**src/rtl/gpio_checker_pkg.sv**
```systemverilog
// gpio_checker_pkg
//   Shared types for the GPIO sequence checker:
//     state_t  - sequencer states (IDLE, WAIT, CHECK, FINISH)
//     entry_t  - one expectation-table entry {data, mask, delay, last}
//   Entry fields are sized at the widest supported configuration
//   (MAX_DATA_W / MAX_DELAY_W). The top zero-extends narrower values, so
//   the unused upper bits are constant and drop out in synthesis.
package gpio_checker_pkg;

  localparam int MAX_DATA_W  = 64;
  localparam int MAX_DELAY_W = 16;

  typedef enum logic [1:0] {
    IDLE   = 2'd0,
    WAIT   = 2'd1,
    CHECK  = 2'd2,
    FINISH = 2'd3
  } state_t;

  typedef struct packed {
    logic [MAX_DATA_W-1:0]  data;
    logic [MAX_DATA_W-1:0]  mask;
    logic [MAX_DELAY_W-1:0] delay;
    logic                   last;
  } entry_t;

  // A stored delay of zero is treated as one cycle.
  function automatic logic [MAX_DELAY_W-1:0] eff_delay(input logic [MAX_DELAY_W-1:0] d);
    return (d == '0) ? MAX_DELAY_W'(1) : d;
  endfunction

endpackage

```
**src/rtl/gpio_checker_table.sv**
```systemverilog
// gpio_checker_table
//   Expectation table: DEPTH entries of entry_t, one synchronous write
//   port and one combinational read port. Contents are not reset, so a
//   programmed sequence survives a reset of the sequencer.
// Ports:
//   clk    - clock, rising edge
//   we     - write enable (already qualified by the caller)
//   waddr  - write index
//   wdata  - entry written at the edge
//   raddr  - read index
//   rdata  - entry at raddr, combinational
module gpio_checker_table
  import gpio_checker_pkg::*;
#(
  parameter int DEPTH = 32,
  localparam int AW = $clog2(DEPTH)
) (
  input  logic          clk,
  input  logic          we,
  input  logic [AW-1:0] waddr,
  input  entry_t        wdata,
  input  logic [AW-1:0] raddr,
  output entry_t        rdata
);

  entry_t mem [DEPTH];

  always_ff @(posedge clk) begin
    if (we) begin
      mem[waddr] <= wdata;
    end
  end

  assign rdata = mem[raddr];

endmodule

```
**config.mk**
```make
export PLATFORM = sky130hd
export DESIGN_NAME = gpio_checker_table
export DESIGN_NICKNAME = d
export VERILOG_FILES = /design/src/rtl/gpio_checker_pkg.sv /design/src/rtl/gpio_checker_table.sv
export SDC_FILE = /design/constraint.sdc
export NUM_CORES = 2
export LEC_CHECK = 0
export CORE_MARGIN = 2
export CORE_UTILIZATION = 55
export CTS_CLUSTER_DIAMETER = 50
export DETAILED_ROUTE_END_ITERATION = 8
export GPL_ROUTABILITY_DRIVEN = 0
export PLACE_DENSITY_LB_ADDON = 0.15
export SYNTH_ARGS = -nofsm -noshare
export SYNTH_HDL_FRONTEND = slang
export SYNTH_MEMORY_MAX_BITS = 65536
export SYNTH_SLANG_ARGS = --single-unit
```
**constraint.sdc**
```tcl
create_clock -name clk -period 12.97 [get_ports clk]
set_clock_uncertainty 0.05 [all_clocks]
set_input_delay 2.594 -clock clk [delete_from_list [all_inputs] [get_ports clk]]
set_output_delay 2.594 -clock clk [all_outputs]
set_load 0.005 [all_outputs]
```
Word-level counts from Yosys, hierarchy flattened --
Memories as Yosys holds them, arrays and structs flattened. Cells that the tools add are included.
Operators by class: multiplexer cells 2
Operators with widths (number):
- $mux 1 | 2
Storage, ports and cells: output and inout bits 145, input port bits 157, logic and storage cells 3, flip-flop bits (word level) 0, RAM bits 4640, memories kept 1
Memory list:
- mem | depth 32, width 145, rd ports 1, clocked after Yosys merged registers in 0, write ports 1, line gpio_checker_table.sv:26 | entry_t mem [DEPTH];

Longest topological paths before layout --
word-level depth 2, mapped depth 9, mapped depth without buffers 4

Worst setup path after synthesis --
No wires, ideal clock.
path type input -> register, start point input port waddr[1], end point memory mem[12][0] (netlist bit), enable pin, path buffers 1, library setup time 0.652 ns, stages 3, arrival time 9.278 ns, slack 2.990 ns, required time 12.268 ns, cells stage by stage or3b_2 -> clkbuf_1 -> nor2_1
RTL lines:
- from (decl) | line gpio_checker_table.sv:20 | input logic [AW-1:0] waddr,
- to (decl) | line gpio_checker_table.sv:26
No word-level cell before the write port.

==> flow_metrics.py <==
metrics = {
    "global_routing": {
        "antenna_found_initial": 58,
        "grt_pass1_wl_um": 633000,
        "grtUsageTotal_pct": 28.4,
        "grt-ovfl-total": 0,
        "grt_pass1_vias": 83300,
        "grt_max_degree": 146,
    },
    "sta": {
        "tns_ns": 0,
        "fmax_ghz": 0.0991,
        "maxSlewViolCount": 0,
        "min_period_over_period_pct": 77.8,
        "setup_viol": 0,
        "holdWs_ns": 2.77,
        "rsz0062_at_grt": "false",
        "tightest_slew_ns": 1.39,
        "maxSlewHeadroom_pct": 7.18,
        "hold_viol_final": 0,
        "fin_crit_ns": 10.09,
    },
    "yosys": {
        "synth_area_um2": 173000,
        "ys_types": 25,
        "synth_fp_nets": 7421,
        "synthTopCellsByArea": "edfxtp_1 80%, mux4_2 13%, o22ai_1 1.6%",
        "synth_top_cell_by_area": "edfxtp_1",
        "netlist_instances": 7264,
        "synth_seq_area_share_pct": 80.4,
        "yosys_warnings": 0,
        "yosysTopAreaCellShare_pct": 80.4,
        "synth.avg_cell_area_um2": 23.9,
        "ys_seq_elements": 4640,
    },
    "cts": {
        "cts_max_path_buffers": 4,
        "clockRootBuffer": "clkbuf_16",
        "clk_pin_slew_ns": 0.06,
        "ctsResizeCount": 0,
        "cts_hold_buf": 0,
        "cts_sinks": 4640,
        "cts_htree_levels": 5,
        "cts_setup_buffers": 0,
        "cts_tree": "done",
        "cts_buffers": 479,
    },
    "run_status": {
        "status": "finished, final reports clean",
    },
    "finish": {
        "postLayoutCoreUtil_pct": 62.9,
        "area_delta_synth_final_pct": 14.1,
        "drive_above_1_share_pct": 23.9,
        "num-nets-final": 7981,
        "postLayoutCellArea_um2": 198000,
        "mostFrequentLayoutCell": "edfxtp_1",
        "instances_no_fill": 12400,
        "final_cell_mix": "4640 x edfxtp_1, 1028 x mux4_2, 485 x clkbuf_16",
        "largest_register_ffs": 4640,
        "largest-register": "mem",
        "top_regs": "mem (4640)",
    },
    "route": {
        "via_per_inst": 6.71,
        "antenna_left": 0,
        "drtPass1Iterations": 6,
        "drtIter0Drc": 10700,
        "drc": 0,
        "drt-total-wl_um": 452000,
        "wl_per_cell_um": 36.4,
        "vias": 83400,
    },
    "critical_path": {
        "critPathArrivalTime_ns": 7.45,
        "cpPeakStageDelay_ns": 1.16,
        "path_cells": "clkdlybuf4s50_1 -> or3_4 -> buf_4 -> o22ai_1 -> nor4_1 -> clkdlybuf4s50_1",
        "cp_common_cell": "clkdlybuf4s50_1",
        "crit_path_start": "raddr[3]",
        "required_ns": 10.33,
        "crit_type": "input port to output port",
        "critPathLaunchType": "input port",
        "worstPathMaxFanout": 46,
        "cpMaxStageDelayCell": "or3_4",
        "end_kind": "output port",
        "endpoint": "rdata[9]",
    },
    "placed_design": {
        "place_inst": 11500,
        "placed_cell_area_um2": 182000,
        "dp_hpwl_um": 211000,
        "numPortBuffers": 301,
    },
    "floorplanning": {
        "fp.dieArea_um2": 320000,
        "core_um2": 314000,
        "rows": 206,
        "io_pins": 302,
        "die_w_um": 565,
        "fp.dieH_um": 565,
        "start_util_pct": 55.1,
    },
    "power_and_ir_drop": {
        "leakage_nw": 61.4,
        "ir_drop_mv": 0.185,
        "power_density_nw_per_um2": 162,
    },
    "job": {
        "maxCapViolCount": 0,
    },
    "min_path": {
        "hold_path_class": "input port to flop",
        "hold_depth": 3,
    },
}
metrics by stage:
stage / power, mW / worst slack [ns]
floorplan: 17.8 / 2.99
global placement: 18.5 / 3.05
detailed placement: 18.6 / 2.99
CTS: 32.2 / 2.98
global route: 32.9 / 2.76
finish: 32.1 / 2.88
cell type report:
cell class | instances | area [um^2]
multi-input combinational | 2213 | 32000
timing repair buffer | 490 | 4980
clock buffer | 571 | 12500
sequential | 4640 | 139000
antenna | 24 | 60.1
tap | 4160 | 5200
fill | 20600 | 117000
clock inverter | 325 | 3550
layer usage:
layer	up-vias	share of wire [%]	GRT usage (%)
met5	-	0.055	0
met4	40	2.6	7.66
met3	723	8.9	4.78
met2	4191	50	47.0
met1	45600	38	39.6
li1	32900	-	-
cell families (layout without fill, tap and decap cells):
family | count (synthesis) | after routing | synth area share (%)
buf+inv | 411 | 1386 | 1.32
mux | 1292 | 1292 | 14.9
other cells | 0 | 24 | 0
simple gates | 275 | 275 | 0.898
flops | 4640 | 4640 | 80.4
compound gates | 646 | 646 | 2.48
cells in the mapped netlist, drive strengths merged:
master  count
a22oi     198
and2        1
and3        1
and3b       1
buf       301
clkbuf    110
edfxtp   4640
mux2i     264
mux4     1028
nand2       4
nand2b      1
nand3      69
nand3b      6
nand4      33
nor2       36
nor2b       3
nor3b       1
nor4      112
o22ai     448
or2         1
or3         2
or3b        4
where the power goes:
group | switching [mW] | leakage, nW | internal [mW]
clock network | 5.74 | 7.75 | 8.10
logic | 0.892 | 11.9 | 0.601
registers | 0.0373 | 41.8 | 16.7
how the worst min path moves through the flow:
stage	start	to
after detailed placement	mem[31][51]	rdata[51]
after CTS	waddr[2]	mem[6][5]
after floorplan	wdata[0]	mem[0][0]
after global routing	waddr[4]	mem[6][5]
after global placement	mem[26][51]	rdata[51]
final	waddr[2]	mem[6][5]
critical path: cells and delay by family:
kind / cells / cell delay [ns]
buffers and inverters: 3 / 2.47
AOI/OAI and AO/OA: 1 / 0.17
and+or+nand+nor: 2 / 2.17
Power figures use the tool's default switching activity.
